### config.mk
export PLATFORM = sky130hd
export DESIGN_NAME = mar_burst_flat
export DESIGN_NICKNAME = d
export VERILOG_FILES = /design/src/rtl/sap_pkg.sv /design/src/rtl/mar_burst_if.sv /design/src/rtl/burst_counter.sv /design/src/rtl/mar_burst.sv /design/src/flat_wrapper.sv
export SDC_FILE = /design/constraint.sdc
export NUM_CORES = 1
export LEC_CHECK = 0
export CAP_MARGIN = 20
export CORE_ASPECT_RATIO = 0.75
export CORE_UTILIZATION = 47
export CTS_CLUSTER_SIZE = 24
export DETAILED_ROUTE_END_ITERATION = 8
export PLACE_DENSITY = 0.8
export SLEW_MARGIN = 20
export SYNTH_ARGS = -nofsm -noshare
export SYNTH_HDL_FRONTEND = slang
export SYNTH_SLANG_ARGS = --single-unit
### constraint.sdc
create_clock -name clk -period 2 [get_ports clk]
set_input_delay 0.4 -clock clk [delete_from_list [all_inputs] [get_ports clk]]
set_output_delay 0.4 -clock clk [all_outputs]
set_load 0.01 [all_outputs]
### src/rtl/sap_pkg.sv
// Shared SAP datapath definitions: the MAR burst state encoding and default widths.
package sap_pkg;

    localparam int SAP_DATA_W = 16;
    localparam int SAP_ADDR_W = 16;

    typedef enum logic [1:0] {
        IDLE = 2'd0,
        REQ  = 2'd1,
        DONE = 2'd2
    } mar_state_t;

endpackage

### src/rtl/mar_burst_if.sv
// Bus-side and memory-side signals of the burst MAR; the sequencer/testbench is the
// master, mar_burst is the slave.
interface mar_burst_if #(
    parameter int DATA_W = sap_pkg::SAP_DATA_W,
    parameter int ADDR_W = sap_pkg::SAP_ADDR_W,
    parameter int LEN_W  = 4
);
    logic              mar_write;
    logic              mar_inc;
    logic [DATA_W-1:0] bus;
    logic              burst_start;
    logic [LEN_W-1:0]  burst_len;
    logic              mem_ack;
    logic [ADDR_W-1:0] mar_out;
    logic              mem_req;
    logic              busy;
    logic              burst_done;
    logic              wrapped;

    modport master (
        output mar_write, mar_inc, bus, burst_start, burst_len, mem_ack,
        input  mar_out, mem_req, busy, burst_done, wrapped
    );

    modport slave (
        input  mar_write, mar_inc, bus, burst_start, burst_len, mem_ack,
        output mar_out, mem_req, busy, burst_done, wrapped
    );
endinterface

### src/rtl/burst_counter.sv
// Remaining-words counter for a MAR burst: loads the length, counts down on each
// acknowledged word and flags the final word.
module burst_counter #(
    parameter int LEN_W = 4
) (
    input  logic             clk,
    input  logic             rst,
    input  logic             load,
    input  logic [LEN_W-1:0] len,
    input  logic             dec,
    output logic             last
);
    localparam logic [LEN_W-1:0] ONE = LEN_W'(1);

    logic [LEN_W-1:0] count_r;

    // Load has priority; decrement never underflows below zero.
    always_ff @(posedge clk or posedge rst) begin
        if (rst) begin
            count_r <= '0;
        end else if (load) begin
            count_r <= len;
        end else if (dec && (count_r != '0)) begin
            count_r <= count_r - ONE;
        end else begin
            count_r <= count_r;
        end
    end

    assign last = (count_r == ONE);
endmodule

### src/rtl/mar_burst.sv
// Memory address register with bus load, post-increment and counted req/ack bursts.
// Optional sticky wrap flag built when MAR_WRAP_FLAG_EN is defined.
module mar_burst
    import sap_pkg::*;
#(
    parameter int DATA_W = SAP_DATA_W,
    parameter int ADDR_W = SAP_ADDR_W,
    parameter int LEN_W  = 4
) (
    input  logic          clk,
    input  logic          rst,
    mar_burst_if.slave    bif
);
    localparam logic [ADDR_W-1:0] ADDR_ONE = ADDR_W'(1);

    mar_state_t        state_r;
    logic [ADDR_W-1:0] mar_r;
    logic              mem_req_r;
    logic              busy_r;
    logic              done_r;
    logic [ADDR_W-1:0] addr_nxt_s;
    logic              inc_s;
    logic              wrap_s;
    logic              last_s;
    logic              cnt_load_s;
    logic              cnt_dec_s;

    assign cnt_load_s = (state_r == IDLE) && bif.burst_start && (bif.burst_len != '0);
    assign cnt_dec_s  = (state_r == REQ) && bif.mem_ack;

    burst_counter #(.LEN_W(LEN_W)) u_cnt (
        .clk  (clk),
        .rst  (rst),
        .load (cnt_load_s),
        .len  (bif.burst_len),
        .dec  (cnt_dec_s),
        .last (last_s)
    );

    // Next address: load beats increment in IDLE; REQ steps only on ack.
    always_comb begin
        addr_nxt_s = mar_r;
        inc_s      = 1'b0;
        case (state_r)
            IDLE: begin
                if (bif.mar_write) begin
                    addr_nxt_s = bif.bus[ADDR_W-1:0];
                end else if (bif.mar_inc) begin
                    addr_nxt_s = mar_r + ADDR_ONE;
                    inc_s      = 1'b1;
                end else begin
                    addr_nxt_s = mar_r;
                end
            end
            REQ: begin
                if (bif.mem_ack) begin
                    addr_nxt_s = mar_r + ADDR_ONE;
                    inc_s      = 1'b1;
                end else begin
                    addr_nxt_s = mar_r;
                end
            end
            default: begin
                addr_nxt_s = mar_r;
                inc_s      = 1'b0;
            end
        endcase
    end

    assign wrap_s = inc_s && (mar_r == '1);

    // Burst FSM with registered address, request, busy and done outputs.
    always_ff @(posedge clk or posedge rst) begin
        if (rst) begin
            state_r   <= IDLE;
            mar_r     <= '0;
            mem_req_r <= 1'b0;
            busy_r    <= 1'b0;
            done_r    <= 1'b0;
        end else begin
            case (state_r)
                IDLE: begin
                    mar_r <= addr_nxt_s;
                    if (bif.burst_start) begin
                        busy_r <= 1'b1;
                        if (bif.burst_len != '0) begin
                            state_r   <= REQ;
                            mem_req_r <= 1'b1;
                        end else begin
                            state_r <= DONE;
                            done_r  <= 1'b1;
                        end
                    end
                end
                REQ: begin
                    mar_r <= addr_nxt_s;
                    if (bif.mem_ack && last_s) begin
                        state_r   <= DONE;
                        mem_req_r <= 1'b0;
                        done_r    <= 1'b1;
                    end
                end
                DONE: begin
                    state_r <= IDLE;
                    busy_r  <= 1'b0;
                    done_r  <= 1'b0;
                end
                default: begin
                    state_r   <= IDLE;
                    mem_req_r <= 1'b0;
                    busy_r    <= 1'b0;
                    done_r    <= 1'b0;
                end
            endcase
        end
    end

`ifdef MAR_WRAP_FLAG_EN
    logic wrapped_r;

    // Sticky wrap flag; only an address load clears it, and a load wins over a wrap.
    always_ff @(posedge clk or posedge rst) begin
        if (rst) begin
            wrapped_r <= 1'b0;
        end else if ((state_r == IDLE) && bif.mar_write) begin
            wrapped_r <= 1'b0;
        end else if (wrap_s) begin
            wrapped_r <= 1'b1;
        end else begin
            wrapped_r <= wrapped_r;
        end
    end

    assign bif.wrapped = wrapped_r;
`else
    logic unused_wrap_s;
    assign unused_wrap_s = wrap_s;
    assign bif.wrapped   = 1'b0;
`endif

    assign bif.mar_out    = mar_r;
    assign bif.mem_req    = mem_req_r;
    assign bif.busy       = busy_r;
    assign bif.burst_done = done_r;
endmodule
### src/flat_wrapper.sv
// flat-port wrapper written by rule: the top's interface ports become plain ports
module mar_burst_flat import sap_pkg::*;
#(
    parameter int DATA_W = SAP_DATA_W,
    parameter int ADDR_W = SAP_ADDR_W,
    parameter int LEN_W  = 4
)
  (clk, rst, bif_mar_write, bif_mar_inc, bif_bus, bif_burst_start, bif_burst_len, bif_mem_ack, bif_mar_out, bif_mem_req, bif_busy, bif_burst_done, bif_wrapped);
  mar_burst_if #(.DATA_W(DATA_W), .ADDR_W(ADDR_W), .LEN_W(LEN_W)) bif_i ();
  input  logic clk;
  input  logic rst;
  input wire logic [$bits(bif_i.mar_write)-1:0] bif_mar_write;
  input wire logic [$bits(bif_i.mar_inc)-1:0] bif_mar_inc;
  input wire logic [$bits(bif_i.bus)-1:0] bif_bus;
  input wire logic [$bits(bif_i.burst_start)-1:0] bif_burst_start;
  input wire logic [$bits(bif_i.burst_len)-1:0] bif_burst_len;
  input wire logic [$bits(bif_i.mem_ack)-1:0] bif_mem_ack;
  output wire logic [$bits(bif_i.mar_out)-1:0] bif_mar_out;
  output wire logic [$bits(bif_i.mem_req)-1:0] bif_mem_req;
  output wire logic [$bits(bif_i.busy)-1:0] bif_busy;
  output wire logic [$bits(bif_i.burst_done)-1:0] bif_burst_done;
  output wire logic [$bits(bif_i.wrapped)-1:0] bif_wrapped;
  assign bif_i.mar_write = bif_mar_write;
  assign bif_i.mar_inc = bif_mar_inc;
  assign bif_i.bus = bif_bus;
  assign bif_i.burst_start = bif_burst_start;
  assign bif_i.burst_len = bif_burst_len;
  assign bif_i.mem_ack = bif_mem_ack;
  assign bif_mar_out = bif_i.mar_out;
  assign bif_mem_req = bif_i.mem_req;
  assign bif_busy = bif_i.busy;
  assign bif_burst_done = bif_i.burst_done;
  assign bif_wrapped = bif_i.wrapped;
  mar_burst #(.DATA_W(DATA_W), .ADDR_W(ADDR_W), .LEN_W(LEN_W)) u_core (.clk(clk), .rst(rst), .bif(bif_i));
endmodule
==> flow_summary.yaml, run 1 <==
die:
  io_pins: 46
  die_h_um: 52.0
  rows: 17
  initial_core_util_pct: 51.1
  die_area_um2: 3570
  core-area_um2: 3060
  die_w_um: 68.7
clock_network:
  cts_inserted_buffers: 3
  cts_hold_buf: 0
  cts_root_buffer: "clkbuf_8"
  cts.sinks: 25
  postCtsSetupBuffers: 0
  clk_pin_slew_ns: 0.08
  cts_tree: "built"
  ctsResizeCount: 0
  clock_path_buffers: 2
  clock_latency_ns: 0.27
  cts_htree_levels: 1
grt:
  grt.overflow.total: 0
  grt_pass1_vias: 1545
  grt_pass1_wl_um: 7290
  grt_max_degree: 26
  track_usage_pct: 28.3
  grt_antenna_before_repair: 0
power:
  power_density_nw_per_um2: 1530
  leakagePower_nw: 0.866
  vdd_ir_drop_max_v: 0.000724
yosys:
  synthFlopType: "dfrtp_1"
  synth_cells: 172
  yosysSeqAreaShare_pct: 39.9
  synth_edf_count: 0
  syn_area_um2: 1570
  avgSynthCellArea_um2: 9.11
  synthesis.nets: 201
  synth_seq_cells: 25
  async_flop_share_pct: 100
  yosys_warnings: 0
  ys_types: 49
worst_setup_path:
  critPathMaxFanout: 8
  worst-path-buf-inv: 1
  cpLargestDelayFamily: "buffers and inverters"
  cp.required_ns: 1.60
  max_stage_delay_ns: 0.60
  cp.arrival_ns: 1.37
  critical_path_class: "flip-flop to primary output"
  start_kind: "flip-flop"
  crit_chain: "clkdlybuf4s50_1"
  cp-end-kind: "primary output"
  critPathSlowestCell: "clkdlybuf4s50_1"
timing:
  tightest_slew_ns: 0.498
  finalSetupViolations: 0
  fin_hold_ws_ns: 0.477
  fin_crit_sh_pct: 88.4
  fin_tns_setup_ns: 0
  skew_ns: 0.00201
  fin_ws_ns: 0.232
  drv_slew: 0
  grt_setup_unrepaired: "no"
  layout_min_cycle_time_ns: 1.77
  fmax_ghz: 0.566
  slew_headroom_pct: 66.7
  hold_viol: 0
detailed_routing:
  vias: 1585
  wl_per_cell_um: 17.3
  first_pass_iters: 4
  drt_iter0_markers: 131
  ant_nets: 0
  viasPerCell: 6.12
  drt-total-wl_um: 4480
  drc: 0
job:
  maxCapViolCount: 0
layout:
  drive_above_1_share_pct: 10.4
  nets: 251
  fin_util_pct: 69.7
  fill_cells: 239
  layout_common_cells: "44 x clkdlybuf4s50_1, 25 x dfrtp_1, 16 x a21oi_1"
  mostFrequentLayoutCell: "clkdlybuf4s50_1"
  antenna_cells: 0
  syn2layout_area_growth_pct: 36.3
place:
  io_buffers: 44
  gp_congestion: 0.940
  dpl.hpwl_um: 3330
  dp_slack_ns: -0.00326
worst_hold_path:
  hp-class: "input port to async pin"
status:
  status: "completed"
## power by group
group | total, mW | switching (mW) | leakage, nW | internal, mW
clock network | 0.303 | 0.160 | 0.0228 | 0.143
logic | 1.87 | 0.919 | 0.553 | 0.956
registers | 1.08 | 0.328 | 0.290 | 0.753
total | 3.26 | 1.41 | 0.866 | 1.85
## cells by family after synthesis
| kind of cell | share of synthesized area (%) |
|---|---|
| other cells | 0.239 |
| xor+xnor | 1.12 |
| mux | 1.28 |
| simple gates | 21.0 |
| fa+ha+maj | 2.40 |
| flops | 39.9 |
| buf+inv | 6.71 |
| compound gates | 27.3 |
## tightest hold or removal path, delay by kind of cell
family | cells | cell delay (ns)
buf+inv | 3 | 0.76
## cells in the mapped netlist (3+ instances only)
cell	n	area, µm²
and4_1	3	26.3
nand2_1	8	30.0
o22ai_1	4	25.0
a2bb2oi_1	7	61.3
or3_1	3	18.8
ha_1	3	37.5
nor3_1	6	30.0
dfrtp_1	25	626
a21oi_1	16	80.1
nand3_1	7	35.0
nor4_1	4	25.0
a221o_1	3	30.0
nor2_1	10	37.5
inv_1	9	33.8
nand4_1	3	18.8
buf_2	4	20.0
o2bb2ai_1	4	35.0
a22oi_1	4	30.0
o21ai_0	11	55.1
## flip-flops by register name, indices dropped and copies added (netlist names)
| signal | flops |
|---|---|
| u_core.bif.mem_req | 1 |
| u_core.bif.burst_done | 1 |
| u_core.u_cnt.count_r | 4 |
| u_core.bif.busy | 1 |
| u_core.bif.mar_out | 16 |
| u_core.state_r | 2 |
## path summary, 6_finish.rpt
kind	end	slack (ns)	from	cells past startpoint
min in group clk	u_core.bif.busy	0.50	u_core.bif.busy	1
max	bif_mar_out[4]	0.23	u_core.bif.mar_out[4]	1
max reg2reg	u_core.bif.mar_out[15]	0.30	u_core.bif.mar_out[0]	5
min	u_core.state_r[1]	0.48	rst	3
max in group asynchronous	u_core.bif.mar_out[13]	1.27	rst	3
min reg2reg	u_core.bif.busy	0.50	u_core.bif.busy	1
## area by class of cell
class / instances / area, µm² / share of cell area (%)
Timing Repair Buffer: 56 / 543 / 25.4
Inverter: 9 / 33.8 / 1.58
Clock buffer: 4 / 45.0 / 2.11
Multi-Input combinational cell: 127 / 841 / 39.4
Sequential cell: 25 / 626 / 29.3
Tap cell: 38 / 47.5 / 2.23
## routing by layer
| layer | global-route usage, % | vias to the layer above | part of all wire [%] |
|---|---|---|---|
| li1 | - | 756 | - |
| met1 | 38.7 | 732 | 45 |
| met2 | 43.0 | 87 | 45 |
| met3 | 8.99 | 10 | 9.4 |
| met4 | 6.60 | 0 | 1.2 |
| met5 | 0 | - | 0 |
## stage by stage
step           std cells  power [mW]  cell area, µm²
3_3_place_gp         255        2.85            2090
3_5_place_dp         255        2.92            2090
2_1_floorplan        172        2.15            1570
5_1_grt              259        3.50            2140
6_report             259        3.26            2140
4_1_cts              259        3.24            2140
Power figures use the tool's default switching activity.
==> inputs of run 2 (changes only) <==
--- a/config.mk
+++ b/config.mk
@@ -5,7 +5,6 @@
 export SDC_FILE = /design/constraint.sdc
 export NUM_CORES = 1
 export LEC_CHECK = 0
-export CAP_MARGIN = 20
 export CORE_ASPECT_RATIO = 0.75
 export CORE_UTILIZATION = 47
 export CTS_CLUSTER_SIZE = 24
@@ -15,3 +14,4 @@
 export SYNTH_ARGS = -nofsm -noshare
 export SYNTH_HDL_FRONTEND = slang
 export SYNTH_SLANG_ARGS = --single-unit
+export TNS_END_PERCENT = 5
==> results of run 2 <==
Final layout, timing and power as in run 1 (identical DEF).
==> inputs of run 3 (changes only) <==
==> constraint.sdc (replaced) <==
create_clock -name clk -period 2 [get_ports clk]
set_input_delay 0.2 -clock clk [delete_from_list [all_inputs] [get_ports clk]]
set_output_delay 0.2 -clock clk [all_outputs]
set_load 0.01 [all_outputs]
==> run 3 against run 2 <==
  * Combinational power is 7% lower
  * Clock power is 1% higher
  * Sequential share of layout area is 0.92 points higher
  * Global-route usage is 0.066 points lower
  * Count of clock-buffer cells in the layout stayed put
  * Die area stayed put
  * Fmax is 0.27% higher
  * Register-to-register slack worse by 0.06 ns
  * Design area is 3.0% lower
  * Critical path type is now flip-flop to flip-flop
  * Largest cell class unchanged
==> flow_summary.yaml, run 3 (synthesis gave the netlist of run 1 again) <==
grt:
  grt_max_degree: 26
  track_usage_pct: 28.2
  grt_pass1_wl_um: 7260
  grt_pass1_vias: 1484
  grt_antenna_before_repair: 0
  grt.overflow.total: 0
detailed_routing:
  first_pass_iters: 4
  wl_per_cell_um: 17.4
  drc: 0
  viasPerCell: 6.13
  drt-total-wl_um: 4390
  vias: 1546
  ant_nets: 0
  drt_iter0_markers: 143
worst_setup_path:
  reg2reg_slack_ns: 0.24
  cp.required_ns: 2.16
  crit_start: "u_core.state_r[1]"
  critPathMaxFanout: 9
  max_stage_delay_ns: 0.52
  critical_path_class: "flip-flop to flip-flop"
  critPathCapture: "u_core.u_cnt.count_r[0]"
  reg2reg_from: "u_core.state_r[1]"
  cp-end-kind: "flip-flop"
  worstRegToRegCells: 4
  cp.arrival_ns: 1.92
  r2r-end: "u_core.u_cnt.count_r[0]"
  critPathSlowestCell: "dfrtp_1"
  start_kind: "flip-flop"
  crit_chain: "nor3b_2 > and2b_1 > nor2b_4 > a221o_1"
layout:
  mostFrequentLayoutCell: "clkdlybuf4s50_1"
  antenna_cells: 0
  largest_reg_flops: 16
  syn2layout_area_growth_pct: 32.2
  nets: 244
  fill_cells: 254
  drive_above_1_share_pct: 7.48
  final_area_um2: 2070
  layout_common_cells: "44 x clkdlybuf4s50_1, 25 x dfrtp_1, 16 x a21oi_1"
die:
  die_w_um: 68.7
  core-area_um2: 3060
  initial_core_util_pct: 51.1
  rows: 17
  io_pins: 46
  die_area_um2: 3570
  die_h_um: 52.0
clock_network:
  ctsResizeCount: 0
  cts_root_buffer: "clkbuf_8"
  postCtsSetupBuffers: 0
  cts_htree_levels: 1
  clock_latency_ns: 0.27
  cts.sinks: 25
  cts_tree: "built"
  cts_inserted_buffers: 3
  cts_hold_buf: 0
  clock_path_buffers: 2
  clk_pin_slew_ns: 0.09
timing:
  tightest_slew_ns: 0.487
  skew_ns: 0.00320
  fin_crit_sh_pct: 88.2
  grt_setup_unrepaired: "no"
  fmax_ghz: 0.567
  layout_min_cycle_time_ns: 1.76
  finalSetupViolations: 0
  fin_tns_setup_ns: 0
  slew_headroom_pct: 67.2
  drv_slew: 0
  hold_viol: 0
power:
  vdd_ir_drop_max_v: 0.000853
  leakagePower_nw: 0.828
  p_comb_share_pct: 55.1
  clkPwrFrac_pct: 9.7
  internal_power_mw: 1.78
  seq_power_share_pct: 35.2
  switching_share_pct: 43.9
  power_density_nw_per_um2: 1530
  p_sw_mw: 1.39
place:
  io_buffers: 44
  placed_area_um2: 2030
  gp_congestion: 0.885
  dpl.hpwl_um: 3260
status:
  status: "completed"
job:
  maxCapViolCount: 0
worst_hold_path:
  hp-class: "input port to async pin"
run 3: worst min path at each step:
stage | startpoint | end | slack (ns) | depth (start not counted)
5_1_grt | rst | u_core.bif.mar_out[6] | 0.33 | 3
3_5_place_dp | u_core.bif.burst_done | u_core.bif.burst_done | 0.49 | 1
6_report | rst | u_core.bif.mar_out[7] | 0.28 | 3
2_1_floorplan | rst | u_core.bif.burst_done | 0.23 | 1
3_3_place_gp | u_core.bif.busy | u_core.bif.busy | 0.46 | 1
4_1_cts | rst | u_core.u_cnt.count_r[2] | 0.29 | 3
run 3: power by group through the flow:
stage / registers [mW] / clock network [mW] / logic [mW]
finish: 1.11 / 0.307 / 1.74
global route: 1.16 / 0.331 / 1.93
CTS: 1.11 / 0.311 / 1.73
detailed placement: 1.11 / 0 / 1.72
global placement: 1.09 / 0 / 1.68
floorplan: 1.07 / 0 / 1.08
run 3: cell type report:
class	count	area [µm²]	share of cell area, %
clock buffers	4	45.0	2.18
multi-input cells	127	841	40.6
inverters	9	33.8	1.63
flip-flops and latches	25	626	30.2
well taps	38	47.5	2.30
repair buffers	49	478	23.1
run 3: worst max-delay path, delay by kind of cell (launching register included):
| family | cells | cell delay (ns) |
|---|---|---|
| flip-flops | 1 | 0.52 |
| AO/OA/AOI/OAI | 1 | 0.30 |
| AND/OR/NAND/NOR | 3 | 0.82 |
run 3: per-stage QoR:
| stage | cells | setup WS (ns) | hold slack, ns | power, mW | utilization (%) |
|---|---|---|---|---|---|
| 2_1_floorplan | 172 | 0.433 | 0.227 | 2.15 | - |
| 3_3_place_gp | 248 | 0.201 | 0.462 | 2.76 | 66.1 |
| 3_5_place_dp | 248 | 0.164 | 0.487 | 2.83 | 66.1 |
| 4_1_cts | 252 | 0.258 | 0.293 | 3.14 | 67.6 |
| 5_1_grt | 252 | 0.128 | 0.335 | 3.42 | 67.6 |
| 6_report | 252 | 0.237 | 0.279 | 3.16 | 67.6 |
run 3: metal layers:
layer	track usage, %	part of all wire (%)
met5	0	0
met4	8.68	0.93
met3	7.68	7.2
met2	42.8	46
met1	38.6	46
